## src/rtl/uart_prog_loader.sv

```systemverilog
// uart_prog_loader: receives a little-endian 32-bit program image over 8N1 UART and writes it to instruction memory.
// Define LOADER_CHECKSUM_EN to require a trailing XOR checksum byte before releasing the CPU.
module uart_prog_loader #(
  parameter int unsigned CLKS_PER_BIT = 868,
  parameter int unsigned CELL_NUMBERS = 256,
  parameter int unsigned ADDR_W       = 8
) (
  input  logic              clk,
  input  logic              rst,
  input  logic              uart_rx,
  output logic              mem_we,
  output logic [ADDR_W-1:0] mem_addr,
  output logic [31:0]       mem_wdata,
  output logic              load_done,
  output logic              cpu_rst,
  output logic              frame_err,
  output logic              chk_err
);

  localparam int unsigned CW = $clog2(CLKS_PER_BIT);
  localparam int unsigned WW = ADDR_W + 1;
  localparam logic [CW-1:0] BIT_LAST  = CW'(CLKS_PER_BIT - 1);
  localparam logic [CW-1:0] HALF_LAST = CW'(CLKS_PER_BIT / 2 - 1);
  localparam logic [WW-1:0] LAST_WORD = WW'(CELL_NUMBERS - 1);

`ifdef LOADER_CHECKSUM_EN
  typedef enum logic [2:0] {IDLE, START, DATA, STOP, CHECK, DONE} state_t;
`else
  typedef enum logic [2:0] {IDLE, START, DATA, STOP, DONE} state_t;
`endif

  state_t          state, state_n, home;
  logic            sync1, rx_s;
  logic [CW-1:0]   cnt, cnt_n;
  logic [2:0]      bit_idx, bit_n;
  logic [7:0]      sh, sh_n;
  logic [1:0]      byte_cnt, byte_n;
  logic [WW-1:0]   word_cnt, word_n;
  logic [23:0]     buf_q, buf_n;
  logic            we_n, ferr_n, load_n, set_done;
  logic [ADDR_W-1:0] addr_n;
  logic [31:0]     wdata_n;
`ifdef LOADER_CHECKSUM_EN
  logic [7:0]      acc, acc_n;
  logic            chk_phase, phase_n, cerr_n;
`endif

  // Receiver FSM and word assembly; every register's next value is decided here
  always_comb begin
    state_n  = state;
    cnt_n    = cnt;
    bit_n    = bit_idx;
    sh_n     = sh;
    byte_n   = byte_cnt;
    word_n   = word_cnt;
    buf_n    = buf_q;
    we_n     = 1'b0;
    addr_n   = mem_addr;
    wdata_n  = mem_wdata;
    ferr_n   = frame_err;
    set_done = 1'b0;
`ifdef LOADER_CHECKSUM_EN
    acc_n    = acc;
    phase_n  = chk_phase;
    cerr_n   = chk_err;
    home     = chk_phase ? CHECK : IDLE;
`else
    home     = IDLE;
`endif
    unique case (state)
      IDLE: if (!rx_s) begin
        state_n = START;
        cnt_n   = '0;
      end
`ifdef LOADER_CHECKSUM_EN
      CHECK: if (!rx_s) begin
        state_n = START;
        cnt_n   = '0;
      end
`endif
      START: begin
        if (cnt == HALF_LAST) begin
          cnt_n   = '0;
          bit_n   = '0;
          state_n = rx_s ? home : DATA;
        end else begin
          cnt_n = cnt + 1'b1;
        end
      end
      DATA: begin
        if (cnt == BIT_LAST) begin
          cnt_n = '0;
          sh_n  = {rx_s, sh[7:1]};
          bit_n = bit_idx + 3'd1;
          if (bit_idx == 3'd7) state_n = STOP;
        end else begin
          cnt_n = cnt + 1'b1;
        end
      end
      STOP: begin
        if (cnt == BIT_LAST) begin
          cnt_n   = '0;
          state_n = home;
          if (!rx_s) ferr_n = 1'b1;
`ifdef LOADER_CHECKSUM_EN
          else if (chk_phase) begin
            state_n = DONE;
            if (sh == acc) set_done = 1'b1;
            else           cerr_n   = 1'b1;
          end
`endif
          else begin
`ifdef LOADER_CHECKSUM_EN
            acc_n = acc ^ sh;
`endif
            // Fourth byte completes the word: write it out and advance the address
            if (byte_cnt == 2'd3) begin
              we_n    = 1'b1;
              addr_n  = ADDR_W'(word_cnt);
              wdata_n = {sh, buf_q};
              byte_n  = '0;
              word_n  = word_cnt + 1'b1;
              if (word_cnt == LAST_WORD) begin
`ifdef LOADER_CHECKSUM_EN
                state_n = CHECK;
                phase_n = 1'b1;
`else
                state_n = DONE;
`endif
              end
            end else begin
              byte_n = byte_cnt + 2'd1;
              case (byte_cnt)
                2'd0:    buf_n[7:0]   = sh;
                2'd1:    buf_n[15:8]  = sh;
                default: buf_n[23:16] = sh;
              endcase
            end
          end
        end else begin
          cnt_n = cnt + 1'b1;
        end
      end
      DONE: ;
      default: state_n = IDLE;
    endcase
`ifndef LOADER_CHECKSUM_EN
    set_done = (state == DONE);
`endif
    load_n = load_done | set_done;
  end

  // State and output registers
  always_ff @(posedge clk) begin
    if (rst) begin
      sync1     <= 1'b1;
      rx_s      <= 1'b1;
      state     <= IDLE;
      cnt       <= '0;
      bit_idx   <= '0;
      sh        <= '0;
      byte_cnt  <= '0;
      word_cnt  <= '0;
      buf_q     <= '0;
      mem_we    <= 1'b0;
      mem_addr  <= '0;
      mem_wdata <= '0;
      load_done <= 1'b0;
      cpu_rst   <= 1'b1;
      frame_err <= 1'b0;
`ifdef LOADER_CHECKSUM_EN
      acc       <= '0;
      chk_phase <= 1'b0;
      chk_err   <= 1'b0;
`endif
    end else begin
      sync1     <= uart_rx;
      rx_s      <= sync1;
      state     <= state_n;
      cnt       <= cnt_n;
      bit_idx   <= bit_n;
      sh        <= sh_n;
      byte_cnt  <= byte_n;
      word_cnt  <= word_n;
      buf_q     <= buf_n;
      mem_we    <= we_n;
      mem_addr  <= addr_n;
      mem_wdata <= wdata_n;
      load_done <= load_n;
      cpu_rst   <= ~load_n;
      frame_err <= ferr_n;
`ifdef LOADER_CHECKSUM_EN
      acc       <= acc_n;
      chk_phase <= phase_n;
      chk_err   <= cerr_n;
`endif
    end
  end

`ifndef LOADER_CHECKSUM_EN
  assign chk_err = 1'b0;
`endif

endmodule

```

## config.mk

```make
export PLATFORM = sky130hd
export DESIGN_NAME = uart_prog_loader
export DESIGN_NICKNAME = d
export VERILOG_FILES = /design/src/rtl/uart_prog_loader.sv
export SDC_FILE = /design/constraint.sdc
export NUM_CORES = 1
export LEC_CHECK = 0
export ABC_CLOCK_PERIOD_IN_PS = 4100
export CAP_MARGIN = 20
export CORE_ASPECT_RATIO = 0.5
export CORE_UTILIZATION = 55
export DETAILED_ROUTE_END_ITERATION = 6
export PLACE_DENSITY_LB_ADDON = 0.3
export SYNTH_ARGS = -nofsm -noshare
export SYNTH_HDL_FRONTEND = slang
export SYNTH_SLANG_ARGS = --single-unit
```

## constraint.sdc

```tcl
create_clock -name clk -period 4.1 [get_ports clk]
set_input_delay 0.41 -clock clk [delete_from_list [all_inputs] [get_ports clk]]
set_output_delay 0.41 -clock clk [all_outputs]
set_load 0.05 [all_outputs]
```

# ---- Word level (Yosys, flattened, before mapping)
# Index checks and enable logic that the tools add are counted.
dict set report totals {
  inputBits 3
  output_inout_bits 45
  wordCells 80
  register_bits 105
}
dict set report op_classes {
  n_mux 19
  n_eq_ne 15
  n_bitwise 8
  reduce_logical 17
  n_addsub 4
}
# cell count
set ops {}
lappend ops {{$mux W10} 3}
lappend ops {{$mux W3} 10}
lappend ops {{$pmux W10 S3} 1}
lappend ops {{$pmux W3 S5} 1}
lappend ops {{$reduce_and A5 Y1} 3}
lappend ops {{$add A10 B1 Y10 const B} 1}
lappend ops {{$eq A10 B10 Y1 const B} 1}
lappend ops {{$eq A10 B9 Y1 const B} 1}
lappend ops {{$ne A2 B2 Y1 const B} 5}
lappend ops {{$add A9 B1 Y9 const B} 1}
lappend ops {{$eq A9 B8 Y1 const B} 1}
lappend ops {{$reduce_and A3 Y1} 3}
lappend ops {{$not A1 Y1} 7}
lappend ops {{$eq A3 B2 Y1 const B} 2}
lappend ops {{$eq A3 B3 Y1 const B} 2}
lappend ops {{$pmux W3 S2} 1}
lappend ops {{$reduce_and A6 Y1} 1}
lappend ops {{$mux W2} 2}
lappend ops {{$reduce_and A2 Y1} 2}
lappend ops {{$reduce_and A4 Y1} 1}
lappend ops {{$reduce_or A2 Y1} 2}
lappend ops {{$reduce_or A4 Y1} 1}
lappend ops {{$add A3 B1 Y3 const B} 1}
lappend ops {{$eq A3 B1 Y1 const B} 1}
lappend ops {{other kinds (9)} 9}

# ---- Longest topological paths before layout
dict set report depth {
  word_depth 6
  ltp_mapped 8
  mapped_depth_nobuf 7
}

# ---- Least setup slack after synthesis
# No wires, ideal clock.
dict set report synth_timing {
  path_kind {reg2reg}
  start {register cnt[0]}
  end {register word_cnt[3]}
  setup_ns 0.121
  period_less_slack_ns 1.882
  t_required_ns 3.979
  setup_slack_ns 2.218
  n_path_buf 2
  path_stages_with_launch 8
  t_arrival_ns 1.761
  cell_sequence {dfxtp_1 -> ha_1 -> and4b_2 -> buf_2 -> nand4_1 -> buf_2 -> nor3_1 -> mux2_2}
}
dict set report synth_between {
  elab_chain_cells 2
}
# item line
set synth_rtl {}
lappend synth_rtl {{start, declared} 34} ;# logic [CW-1:0] cnt, cnt_n;
lappend synth_rtl {{start signal, assigned} 180} ;# cnt <= cnt_n;
lappend synth_rtl {{$eq A10 B10 Y1} 101} ;# if (cnt == BIT_LAST) begin
lappend synth_rtl {{$reduce_and A4 Y1 (no source line)} -}
lappend synth_rtl {{end signal, assigned} 184} ;# word_cnt <= word_n;
lappend synth_rtl {{end, declared} 38} ;# logic [WW-1:0] word_cnt, word_n;
# No other way between the ends.
# A chain may end at the register's enable or synchronous reset.

# ---- Worst setup path in the final report
dict set report layout_timing {
  start {register cnt[0]}
  end {register buf_q[19]}
}
dict set report layout_between {
  elab_chain_cells 2
}
# item line
set layout_rtl {}
lappend layout_rtl {{$eq A10 B10 Y1} 101}
lappend layout_rtl {{$reduce_and A5 Y1 (no source line)} -}
lappend layout_rtl {{end signal, assigned} 185} ;# buf_q <= buf_n;
lappend layout_rtl {{end, declared} 39} ;# logic [23:0] buf_q, buf_n;
# No other way between the ends.

==> impl_metrics.toml <==
[synthesis]
synthArstFlopShare = 0
yosysSeqAreaShare = 0.4555
synthCells = 526
ys_types = 49
synth_fa_ha_area_frac = 0.02711
synth-seq-cells = 105
synth_compound_area_frac = 0.1716
synth-simple-area-share = 0.2196
synth_xor_area_frac = 0
synth_top_family_by_area = "simple AND/OR/NAND/NOR gates"
synth_fp_nets = 539
synth_edf_count = 0
synth.area.mux_share = 0.07538
syn-mean-instance-area_sq_um = 8.773
synthesis.area_sq_um = 4614
ys_warn_count = 0
synthFlopType = "dfxtp_1"

[critical_path]
endpoint_kind = "flip-flop"
worstReg2RegStart = "cnt[0]$_SDFFE_PP0P_"
arrival_ns = 2.90
r2r-end = "buf_q[19]$_SDFFE_PP0P_"
path_class = "flip-flop to flip-flop"
regToRegSetupSlack_ns = 1.41
r2r_cells = 6
cp_max_fo = 38
startpoint = "cnt[0]$_SDFFE_PP0P_"
critPathLaunchType = "flip-flop"
worstPathRequired_ns = 4.30

[place]
hpwl_mm = 6.570
port_buffers = 46
place_inst = 647
place_area_sq_um = 5066
pre_cts_slack_ns = 1.494
globalplace.congestion = 0.8613

[clock_tree]
ctsHtreeMaxLevel = 3
postCtsSetupBuffers = 0
cts_tree = "done"
clkLatencyLatePin_ns = 0.35
numCtsBuffers = 9
clkSinkCount = 105
cts_buffer_depth = 2
cts.hold.buffers_added = 0
cts-resized-gates = 0
cts_root_buf = "clkbuf_16"
path_clk_slew_ns = 0.07

[min_path]
min_path_cells = 1
holdPathEnd = "rx_s$_SDFF_PP1_"
worstHoldPathType = "flip-flop to flip-flop"
hold_path.startpoint = "sync1$_SDFF_PP1_"

[floorplanning]
num_rows = 23
ios = 48
die_height_microns = 66.77
start_util = 0.5727
die_w_microns = 131.5
coreArea_sq_um = 8058
dieArea_sq_um = 8783

[grt]
overflow = 0
grt.total_usage = 0.2501
grt_max_degree = 75
grt_pass1_vias = 3427
grt_pass1_wl_mm = 17.17
antenna_found_initial = 0

[sta]
setup_tns_ns = 0
fmax_mhz = 371.1
rsz0062_at_grt = "false"
hold_violations = 0
min_period_ns = 2.695
worst_pin_slew_ns = 0.8281
clock_skew_ns = 0.009336
setup_viol = 0
max-slew-margin-rel = 0.4463
fin_ws_ns = 1.405
fin_hold_ws_ns = 0.4228
period_share = 0.6572
drv_slew = 0

[cells_and_area]
synthToLayoutAreaGrowth_pct = 16.08
drive_above_1_share = 0.08348
fill_cells = 676
final_cells = 663
antenna_cells = 0
fin_nets = 559
fin_area_sq_um = 5356

[drt]
drcViolationCount = 0
via_per_inst = 5.893
avgRoutedWirePerCell_microns = 15.86
dr.first_iter.drc_count = 325
wl_mm = 10.52
via_count = 3907
ant_nets = 0
drt_first_pass_iters = 5

[pwr]
power.share.clock = 0.442
ir_drop_v = 0.0002018
switchingPower_w = 0.0004125
leakagePower_nw = 1.772
switching_share = 0.2178
power.density_nw_per_um2 = 353.6
seqPwrFrac = 0.540
p_int_w = 0.001482
combPwrFrac = 0.018

[outcome]
status = "finished clean"

[job]
cap_violations = 0
-- layout make-up --
class                      count  area [sq um]  share of cell area
clock buffer                  12         256.5             0.04789
sequential                   105          2102              0.3924
inverter                      13         48.80            0.009110
clock inverter                 4         33.78            0.006307
tap                          112         140.1             0.02616
timing repair buffer          51         493.0             0.09203
multi-input combinational    366          2282              0.4261
-- registers in the layout, summed over array words and instances, names as in the netlist, 3 cells and up --
register and flops:
mem_wdata 32, state 3, sh 8, buf_q 24, mem_addr 8, word_cnt 9, cnt 10, bit_idx 3
-- power groups by stage --
stage                     Combinational [W]  Clock [W]  Sequential, W
after global routing              0.0000381   0.000899        0.00102
after global placement            0.0000351          0        0.00105
after detailed placement          0.0000345          0        0.00105
after CTS                         0.0000348   0.000849        0.00102
after floorplan                   0.0000289          0        0.00104
final                             0.0000350   0.000837        0.00102
-- metrics by stage --
step | utilization | total power (W)
2_1_floorplan | - | 0.001074
3_3_place_gp | 0.6287 | 0.001081
3_5_place_dp | 0.6287 | 0.001080
4_1_cts | 0.6648 | 0.001906
5_1_grt | 0.6648 | 0.001959
6_report | 0.6648 | 0.001894
-- cells in the mapped netlist, types with 10 or more instances --
| master | instances | area share |
|---|---|---|
| a21oi_1 | 61 | 0.066 |
| clkbuf_1 | 27 | 0.022 |
| dfxtp_1 | 105 | 0.46 |
| ha_1 | 10 | 0.027 |
| inv_1 | 13 | 0.011 |
| mux2i_1 | 28 | 0.061 |
| nand2_1 | 22 | 0.018 |
| nand2b_1 | 32 | 0.043 |
| nand3_1 | 58 | 0.063 |
| nor2_1 | 21 | 0.017 |
| o21ai_0 | 53 | 0.057 |
-- routing by layer --
layer / wire [microns] / vias to the layer above / track usage
met5: 0 / - / 0
met4: 191 / 0 / 0.1032
met3: 463 / 22 / 0.05708
met2: 4735 / 100 / 0.3955
met1: 5126 / 1883 / 0.3322
li1: - / 1902 / -
-- logic make-up (layout without fill, tap and decap cells) --
family | Yosys count | after routing
AND/OR/NAND/NOR | 182 | 182
multiplexers | 34 | 34
buffers and inverters | 55 | 80
AO/OA/AOI/OAI | 139 | 139
flip-flops | 105 | 105
other | 1 | 1
adder cells (fa/ha/maj) | 10 | 10
-- worst max path at each step --
stage                                     end
floorplan            word_cnt[3]$_SDFFE_PP0P_
global placement     word_cnt[5]$_SDFFE_PP0P_
detailed placement  mem_wdata[3]$_SDFFE_PP0P_
CTS                    buf_q[19]$_SDFFE_PP0P_
global route           buf_q[19]$_SDFFE_PP0P_
finish                 buf_q[19]$_SDFFE_PP0P_
-- worst max-delay path: stages, from the launching register on --
cell and delay, ns:
dfxtp_1 0.42, ha_1 0.22, and4b_2 0.34, nand4_1 0.68
buf_4 0.53, o21ai_0 0.23, a21oi_1 0.11
-- cells in the final DEF, fill, tap and decap left out, types with 3 or more instances in the layout --
master	Yosys	routed
mux2i_1	28	28
or3_1	4	4
dfxtp_1	105	105
mux2_2	6	6
nand3_1	58	58
a21oi_1	61	61
clkdlybuf4s50_1	0	45
nand4_1	4	4
o211ai_1	9	9
inv_1	13	13
nand2b_1	32	32
or2_2	6	6
nor2b_1	9	9
nor3b_1	3	3
nand2_1	22	22
buf_4	4	5
nor2_1	21	21
clkbuf_16	0	9
o21ai_0	53	53
ha_1	10	10
nor3_1	5	5
No activity file was read; power rests on OpenSTA's default activity.
